[src/rtl/uart_pkg.sv]
// Shared types for the UART receive FIFO.
package uart_pkg;

    localparam int unsigned BYTE_W = 8;

    typedef logic [BYTE_W-1:0] byte_t;

    typedef struct packed {
        logic  err;
        byte_t data;
    } rx_entry_t;

endpackage

[src/rtl/rise_det.sv]
// Rising-edge detector for a level flag. The history register resets to 1 so a
// level that is already high when reset releases is never seen as an edge.
module rise_det (
    input  logic clk50m,
    input  logic rst,
    input  logic d,
    output logic rise
);

    logic r_q;

    // Remember last cycle's level; reset to 1 to suppress a false edge.
    always_ff @(posedge clk50m) begin
        if (rst) begin
            r_q <= 1'b1;
        end else begin
            r_q <= d;
        end
    end

    assign rise = d & ~r_q;

endmodule

[src/rtl/uart_rx_fifo.sv]
// Show-ahead FIFO that captures one byte per rising edge of the receiver's
// rx_ready level flag.
// Optional feature: define UART_RX_FIFO_ERR_TAG_EN to store the framing-error
// bit with each byte and expose it on rd_err. Without it, errored bytes are
// discarded at the input.
module uart_rx_fifo
    import uart_pkg::*;
#(
    parameter int unsigned DEPTH = 16
) (
    input  logic                     clk50m,
    input  logic                     rst,
    input  logic [BYTE_W-1:0]        rx_data,
    input  logic                     rx_ready,
    input  logic                     rx_error,
    input  logic                     rd_en,
    output logic [BYTE_W-1:0]        rd_data,
`ifdef UART_RX_FIFO_ERR_TAG_EN
    output logic                     rd_err,
`endif
    output logic                     rd_valid,
    output logic                     full,
    output logic [$clog2(DEPTH):0]   count,
    output logic                     overflow,
    input  logic                     ovf_clr
);

    localparam int unsigned PTR_W = $clog2(DEPTH);
    localparam int unsigned CNT_W = PTR_W + 1;
    localparam logic [CNT_W-1:0] FULL_CNT = CNT_W'(DEPTH);

    logic [PTR_W-1:0] r_wr_ptr;
    logic [PTR_W-1:0] r_rd_ptr;
    logic [CNT_W-1:0] r_count;
    logic             r_overflow;

    logic w_rise;
    logic w_push;
    logic w_pop;
    logic w_full;
    logic w_wr_en;
    logic w_ovf_set;

`ifdef UART_RX_FIFO_ERR_TAG_EN
    rx_entry_t r_mem [DEPTH];
    rx_entry_t w_wr_entry;
`else
    byte_t     r_mem [DEPTH];
    byte_t     w_wr_entry;
`endif

    rise_det u_rise_det (
        .clk50m (clk50m),
        .rst    (rst),
        .d      (rx_ready),
        .rise   (w_rise)
    );

`ifdef UART_RX_FIFO_ERR_TAG_EN
    assign w_push        = w_rise;
    assign w_wr_entry    = '{err: rx_error, data: rx_data};
    assign rd_data       = r_mem[r_rd_ptr].data;
    assign rd_err        = r_mem[r_rd_ptr].err;
`else
    // Errored bytes never enter the FIFO and cannot cause an overflow.
    assign w_push        = w_rise & ~rx_error;
    assign w_wr_entry    = rx_data;
    assign rd_data       = r_mem[r_rd_ptr];
`endif

    // Status comes only from the registered count, never from rd_en.
    assign w_full    = (r_count == FULL_CNT);
    assign rd_valid  = (r_count != '0);
    assign full      = w_full;
    assign count     = r_count;
    assign overflow  = r_overflow;

    assign w_pop     = rd_en & rd_valid;
    // A push while full is still accepted when a pop frees the head slot.
    assign w_wr_en   = w_push & (~w_full | w_pop);
    assign w_ovf_set = w_push & w_full & ~w_pop;

    // Storage write; memory is not reset, and a push in a reset cycle is dropped.
    always_ff @(posedge clk50m) begin
        if (!rst && w_wr_en) begin
            r_mem[r_wr_ptr] <= w_wr_entry;
        end
    end

    // Pointers and occupancy; wrap is implicit because DEPTH is a power of two.
    always_ff @(posedge clk50m) begin
        if (rst) begin
            r_wr_ptr <= '0;
            r_rd_ptr <= '0;
            r_count  <= '0;
        end else begin
            if (w_wr_en) begin
                r_wr_ptr <= r_wr_ptr + 1'b1;
            end
            if (w_pop) begin
                r_rd_ptr <= r_rd_ptr + 1'b1;
            end
            if (w_wr_en && !w_pop) begin
                r_count <= r_count + 1'b1;
            end else if (!w_wr_en && w_pop) begin
                r_count <= r_count - 1'b1;
            end
        end
    end

    // Sticky overflow; a set in the same cycle as a clear takes priority.
    always_ff @(posedge clk50m) begin
        if (rst) begin
            r_overflow <= 1'b0;
        end else if (w_ovf_set) begin
            r_overflow <= 1'b1;
        end else if (ovf_clr) begin
            r_overflow <= 1'b0;
        end
    end

endmodule
[config.mk]
export PLATFORM = sky130hd
export DESIGN_NAME = uart_rx_fifo
export DESIGN_NICKNAME = d
export VERILOG_FILES = /design/src/rtl/uart_pkg.sv /design/src/rtl/rise_det.sv /design/src/rtl/uart_rx_fifo.sv
export SDC_FILE = /design/constraint.sdc
export NUM_CORES = 1
export LEC_CHECK = 0
export ABC_CLOCK_PERIOD_IN_PS = 5500
export CORE_MARGIN = 3
export CORE_UTILIZATION = 55
export CTS_CLUSTER_SIZE = 40
export DETAILED_ROUTE_END_ITERATION = 6
export PLACE_DENSITY = 0.78
export RECOVER_POWER = 25
export REMOVE_ABC_BUFFERS = 1
export SYNTH_ARGS = -nofsm -noshare
export SYNTH_HDL_FRONTEND = slang
export SYNTH_SLANG_ARGS = --single-unit
[constraint.sdc]
create_clock -name clk50m -period 5.5 [get_ports clk50m]
set_input_delay 1.1 -clock clk50m [delete_from_list [all_inputs] [get_ports clk50m]]
set_output_delay 1.1 -clock clk50m [all_outputs]
set_load 0.005 [all_outputs]
==> metrics.md, run 1 <==
| Metric | Value |
|---|---|
| LEAKAGE | between 2 and 2.5 nW |
| Status | complete, no violations |
| Synthesis-to-layout area growth | 19.61% |
| Hold path cells | 2 |
| Hpwl dp | 7249 µm |
| Required time of the critical path | 4400 ps |
| Hold Violations, Final | 0 |
| Setup TNS | 0 ps |
| Yosys reg bits | 147 |
| Critical path cell sequence | buf_4, mux4_2, a22oi_1, nand2_1, clkdlybuf4s50_1 |
| Achievable Freq | between 0.2 and 0.25 GHz |
| Setup-failing EPs final | 0 |
| Antenna-violating nets left | 0 |
| MaxCap Viol Count | 0 |
| Slowest stage delay, CP | 970 ps |
| Largest net degree at the start of global routing | 28 |
| Min-delay src | overflow |
| Post-synthesis sequential area ratio | 0.7234 |
| Most used routing layer | met2 |
| CTS max path bufs | 2 |
| Initial antenna violation count | 0 |
| Layout Nets | 394 |
| Worst hold endpoint | overflow |
| Met1 Use GR | 0.2814 |
| ANT cells | 0 |
| Asr flop ratio synth | 0 |
| Max-slew headroom | 0.2868 |
| Worst-path clk slew | roughly 60 ps |
| M2 GR Usage | 0.3592 |
| Die Span X | 109.0 µm |
| DIE AREA | 11,890 µm² |
| R2R Setup Slk | 2040 ps |
| DRT Pass-1 Iters | 5 |
| Final min period | between 4000 and 5000 ps |
| Initial Utilization | 0.5813 |
| Power per cell area | around 400 nW/µm² |
| Max-slew violation count | 0 |
| Post-CTS Resized | 0 |
| Wire per inst | 22.60 µm |
| Unique masters post-synth | 39 |
| # port buffers | 29 |
| Hold Crit Class | flop to flop |
| Crit path DAT | 3070 ps |
| H-tree levels | 4 |
| Site row count | 36 |
| R2R depth | 10 |
| Clock Sinks | 147 |
| Post-DR vias/cell | between 5 and 6 |
| CTS Root Cell | clkbuf_8 |
| Synth warn | 0 |
| Avg Inst Size Synth | 18.19 µm² |
| TritonCTS clock tree | built |
| Worst setup SP type | flop |
| Reg2Reg Capture Point | count[4] |
| Core area | 10,040 µm² |
| CP max-delay cell | dfxtp_2 |
| Main flop type after synthesis | edfxtp_1 |
| Top-Level Pins | 30 |
| Mapped Area | ~5800 µm² |
| Iter 0 DRT Violations | 346 |
| Global route overflow | 0 |
| Die Y | around 110 µm |
| Worst R2R Start | count[0] |
| CP Capture Type | output port |
| EDFF count, synth | 128 |
| Least-Margin Pin Slew | 1068 ps |
| First-pass GRT wire length | between 15,000 and 20,000 µm |
| Inserted Clock Buffers | 17 |
| Fraction of layout cells with a size suffix above 1 | 0.2324 |
| Peak supply drop | 0.0002391 V |
| GR Util All Layers | 0.2169 |
| Worst-Skew Late Latency | around 500 ps |
| RSZ-0062 raised after global routing | no |
| Routed Wire Length | 11,660 µm |
| Crit Path Max Fanout | 27 |
| Vias in the first global route | 3,295 |
| Layout Skew | 8.781 ps |
| Period utilization | 0.7578 |
| Number of remaining DRC errors | 0 |
| Setup Fix Bufs, Post-CTS | 0 |
| Total power draw | between 2 and 3 mW |
| GPL Wtd Cong | 0.8025 |
| Cells after synthesis | 321 |
| Fill cell count | around 630 |
| GR Util met3 | 0.05861 |
| Crit path kind | flop to output port |
| CTS Hold Bufs | 0 |
| Routed vias | around 3,000 |
[stage by stage]
step           hold WS [ps]  area [µm²]  std cells  setup WS (ps)    util
3_3_place_gp          500.8        6381        484           1533  0.6353
6_report              510.6        6984        516           1332  0.6953
2_1_floorplan         475.8        5763        304           2050       -
4_1_cts               515.9        6984        516           1229  0.6953
5_1_grt               551.1        6984        516           1091  0.6953
3_5_place_dp          489.2        6381        484           1355  0.6353
[cell type report]
cell class / count / area [µm²] / area share
inverters: 8 / 30.03 / 0.004300
clock inverters: 14 / 185.2 / 0.02651
flip-flops and latches: 147 / 4225 / 0.6050
well taps: 133 / 166.4 / 0.02383
repair buffers: 47 / 425.4 / 0.06091
clock buffers: 18 / 417.9 / 0.05984
multi-input cells: 149 / 1534 / 0.2196
[worst max path at each step]
stage          depth (start not counted)    endpoint  slack (ps)  start
4_1_cts                                5  rd_data[6]        1230   flop
3_5_place_dp                          10    count[4]        1350  rd_en
5_1_grt                                5  rd_data[4]        1090   flop
2_1_floorplan                          3  rd_data[0]        2050   flop
6_report                               5  rd_data[6]        1330   flop
3_3_place_gp                          10    count[4]        1530  rd_en
[cells in the final DEF (no fill, tap or decap), types with 3 or more instances in the layout]
cell type,synthesis,routed
nor3_1,12,12
inv_1,7,7
xor2_1,3,3
ha_1,9,9
nor2_1,18,18
nand2_1,11,11
a22oi_1,16,16
clkdlybuf4s50_1,0,24
edfxtp_1,128,128
dlygate4sd3_1,0,5
bufinv_16,0,4
or3_1,3,3
clkbuf_16,0,16
nor4_2,0,4
nand3_1,3,3
xnor2_1,3,3
clkinv_1,0,3
mux2i_1,3,3
a21oi_1,5,5
dfxtp_1,19,18
mux4_2,32,32
clkinvlp_4,0,3
nand2b_1,6,6
buf_4,0,18
[report_power, final]
part	internal, mW	switching, mW
registers	1.23	0.0735
logic	0.246	0.160
clock network	0.734	0.432
total	2.21	0.666
[critical path, delay by kind of cell (launching register included)]
family / cells / cell delay (ps)
DFF: 1 / 970
buffers and inverters: 2 / 780
muxes: 1 / 520
AOI/OAI and AO/OA: 1 / 190
and+or+nand+nor: 1 / 90
[synth_stat cells (all sizes together) (5+ instances only)]
cell type / number / area (µm²)
clkbuf: 9 / 33.78
edfxtp: 128 / 3844
nand2: 11 / 41.29
mux4: 32 / 720.7
buf: 8 / 42.54
ha: 9 / 112.6
a21oi: 5 / 25.02
nor2: 18 / 67.56
a22oi: 16 / 120.1
nor3: 12 / 60.06
dfxtp: 19 / 380.4
nand2b: 6 / 37.54
nor4: 6 / 37.54
inv: 8 / 30.03
[metal layers]
layer  part of all wire  vias to the layer above
li1                   -                     1391
met1               0.41                     1570
met2               0.52                      109
met3              0.058                       14
met4              0.015                        0
met5                  0                        -
[sequential cells by signal (all words and copies together) (netlist names), named ones only]
| signal | count |
|---|---|
| count | 5 |
| overflow | 1 |
| r_mem | 128 |
| r_rd_ptr | 4 |
| r_wr_ptr | 4 |
| u_rise_det.r_q | 1 |
[logic make-up (layout without fill, tap and decap cells)]
group           after synthesis  in the layout  synth area share
simple gates                 66             66           0.05678
xor+xnor                      6              6          0.009001
compound gates               31             31           0.03943
mux                          36             36            0.1305
flops                       147            147            0.7234
fa+ha+maj                    10             10           0.02271
buf+inv                      25             87           0.01821
Note: power is estimated with default switching activity, not from simulation.
==> run 2, diff against run 1 <==
--- a/config.mk
+++ b/config.mk
@@ -5,7 +5,7 @@
 export SDC_FILE = /design/constraint.sdc
 export NUM_CORES = 1
 export LEC_CHECK = 0
-export ABC_CLOCK_PERIOD_IN_PS = 5500
+export ABC_CLOCK_PERIOD_IN_PS = 3840
 export CORE_MARGIN = 3
 export CORE_UTILIZATION = 55
 export CTS_CLUSTER_SIZE = 40
==> constraint.sdc (replaced) <==
create_clock -name clk50m -period 3.84 [get_ports clk50m]
set_input_delay 0.768 -clock clk50m [delete_from_list [all_inputs] [get_ports clk50m]]
set_output_delay 0.768 -clock clk50m [all_outputs]
set_load 0.005 [all_outputs]
==> run 2 against run 1 <==
Register-to-register slack lost 990 ps. Clock power grew 50%. Sequential share of layout area shrank 0.68 points. Largest cell class unchanged. Total power grew 46%. Flip-flop and latch count is the same. Clock-buffer cell count grew 1. Sequential power grew 38%.
==> metrics.md, run 2 (synthesis gave the netlist of run 1 again) <==
| Metric | Value |
|---|---|
| Worst-Skew Late Latency | 510 ps (about the same) |
| CTS max path bufs | 2 (unchanged) |
| Finished layout cell area | 7063 µm² (+1.1%) |
| Period utilization | 0.9267 |
| Worst-path clk slew | 60 ps (about the same) |
| Post-DR vias/cell | 6.090 (+1.9%) |
| Hold Violations, Final | 0 (unchanged) |
| Final min period | 3558 ps |
| Peak supply drop | 0.0003142 V (+31%) |
| Antenna-violating nets left | 0 (unchanged) |
| Crit path kind | flop to output port |
| Min-delay src | overflow |
| Pint | 3.295 mW (+49%) |
| Sw Pwr | 914.8 µW (+37%) |
| H-tree levels | 4 (unchanged) |
| Critical path cell sequence | buf_4, mux4_2, a22oi_1, nand2_1, clkdlybuf4s50_1 |
| Layout Nets | 401 (+1.8%) |
| Largest net degree at the start of global routing | 33 (+18%) |
| Metal2 WL | 6231 µm (+2.8%) |
| Area post-placement | 6434 µm² (+0.82%) |
| Highest routed layer | met4 |
| Status | complete, no violations |
| Commonest non-fill, non-tap cell in the layout | edfxtp_1 |
| Wire per inst | 22.60 µm (about the same) |
| Hpwl dp | 7316 µm (+0.93%) |
| Fill cell count | 595 (-5.7%) |
| Inserted Clock Buffers | 17 (unchanged) |
| Required time of the critical path | 3070 ps (-1330 ps) |
| Initial antenna violation count | 0 (unchanged) |
| Top reg by flops | r_mem |
| Initial Utilization | 0.5813 (unchanged) |
| Slowest stage delay, CP | 550 ps (-420 ps) |
| Top-Level Pins | 30 (unchanged) |
| Die Y | 109.0 µm (unchanged) |
| Buf/Inv on CP | 2 (unchanged) |
| ANT cells | 0 (unchanged) |
| Iter 0 DRT Violations | 287 (-17%) |
| Reg power frac | 0.431 (-0.023) |
| Core area | 10,040 µm² (unchanged) |
| # port buffers | 29 (unchanged) |
| LEAKAGE | 2.339 nW (+2.2%) |
| CTS Root Cell | clkbuf_8 |
| RSZ-0062 raised after global routing | no |
| Clock Sinks | 147 (unchanged) |
| Routed vias | 3,179 (+3.1%) |
| TritonCTS clock tree | built |
| CP max-delay cell | mux4_2 |
| Layout Skew | 5.411 ps (-3.370 ps) |
| Sw Share | 0.2173 (-0.01395) |
| Fraction of layout cells with a size suffix above 1 | 0.2365 (+0.004128) |
| GR Util All Layers | 0.2209 (+0.004015) |
| First-pass GRT wire length | 18,750 µm (+2.4%) |
| Crit path DAT | 2790 ps (-280 ps) |
| Logic pwr share | 0.153 (+0.012) |
| Setup-failing EPs final | 0 (unchanged) |
| Routed metal-1 wirelength | 4728 µm (-0.38%) |
| Power per cell area | 596.0 nW/µm² (+45%) |
| Routed Wire Length | 11,800 µm (+1.2%) |
| Top delay family on crit path | buffers and inverters |
| Max reg flops | 128 (unchanged) |
| DIE AREA | 11,890 µm² (unchanged) |
| Synthesis-to-layout area growth | 20.96% |
| Max-slew violation count | 0 (unchanged) |
| MaxCap Viol Count | 0 (unchanged) |
| Commonest non-fill, non-tap cells in the layout | edfxtp_1 (128), mux4_2 (32), clkdlybuf4s50_1 (24), buf_4 (24) |
| CP Capture Type | output port |
| Setup TNS | 0 ps (unchanged) |
| Global route overflow | 0 (unchanged) |
| Vias in the first global route | 3,359 (+1.9%) |
| Clock network power share | 0.416 (+0.011) |
| Worst R2R Start | count[0] |
| Site row count | 36 (unchanged) |
| Wire length on met3 | 672 µm (-1.0%) |
| Max-slew headroom | 0.3892 (+0.1024) |
| GPL Wtd Cong | 0.7285 (-9.2%) |
| Die Span X | 109.0 µm (unchanged) |
| Crit Path Max Fanout | 14 (-48%) |
| Hold Crit Class | flop to flop |
| Post-CTS Resized | 0 (unchanged) |
| Setup Fix Bufs, Post-CTS | 0 (unchanged) |
| DRT Pass-1 Iters | 4 (-1) |
| Worst setup SP type | flop |
| Number of remaining DRC errors | 0 (unchanged) |
| Achievable Freq | around 0.28 GHz |
| CTS Hold Bufs | 0 (unchanged) |
| Least-Margin Pin Slew | 916.2 ps (-152.2 ps) |
run 2: cell types whose count changed in the layout (fill, tap and decap cells not counted), sizes merged:
cell / previous run / this run
buf: 18 / 24
bufinv: 4 / 6
clkbuf: 18 / 20
clkinvlp: 3 / 1
inv: 10 / 8
run 2: tightest hold or removal path, stage by stage (launching register included):
cell and delay (ps):
dfxtp_1 340, a32oi_1 70, nor2_1 80
run 2: stage by stage:
step | util | instances | power [mW] | setup WS [ps] | hold WS, ps
after floorplan | - | 304 | 2.257 | 722.5 | 475.8
after global placement | 0.6405 | 491 | 2.486 | 553.0 | 507.9
after detailed placement | 0.6405 | 491 | 2.496 | 481.1 | 521.6
after CTS | 0.7035 | 522 | 4.246 | 202.5 | 528.5
after global routing | 0.7032 | 522 | 4.382 | 102.5 | 573.2
final | 0.7032 | 522 | 4.210 | 281.7 | 526.3
run 2: layout make-up:
type,count,area (µm²),share of cell area
inverters,8,30.03,0.004252
clock buffers,19,421.7,0.05970
repair buffers,54,474.2,0.06714
multi-input cells,149,1534,0.2172
flip-flops and latches,147,4225,0.5982
clock inverters,12,211.5,0.02994
well taps,133,166.4,0.02356
run 2: metal layers:
metal | global-route usage | vias to the layer above
li1 | - | 1399
met1 | 0.2877 | 1631
met3 | 0.05447 | 14
met4 | 0.06853 | 0
met5 | 0 | -
met2 | 0.3697 | 135
run 2: path summary, 6_finish.rpt:
kind	slack, ps	end	cells past startpoint
setup / recovery	280	rd_data[4]	5
hold / removal	530	overflow	2
setup reg to reg	1050	count[3]	10
hold reg to reg	530	overflow	2
run 2: power groups by stage:
stage	combinational, mW	clock (mW)	sequential [mW]
global placement	0.639	0	1.85
global route	0.704	1.86	1.82
floorplan	0.365	0	1.89
finish	0.645	1.75	1.81
CTS	0.659	1.77	1.81
detailed placement	0.649	0	1.85
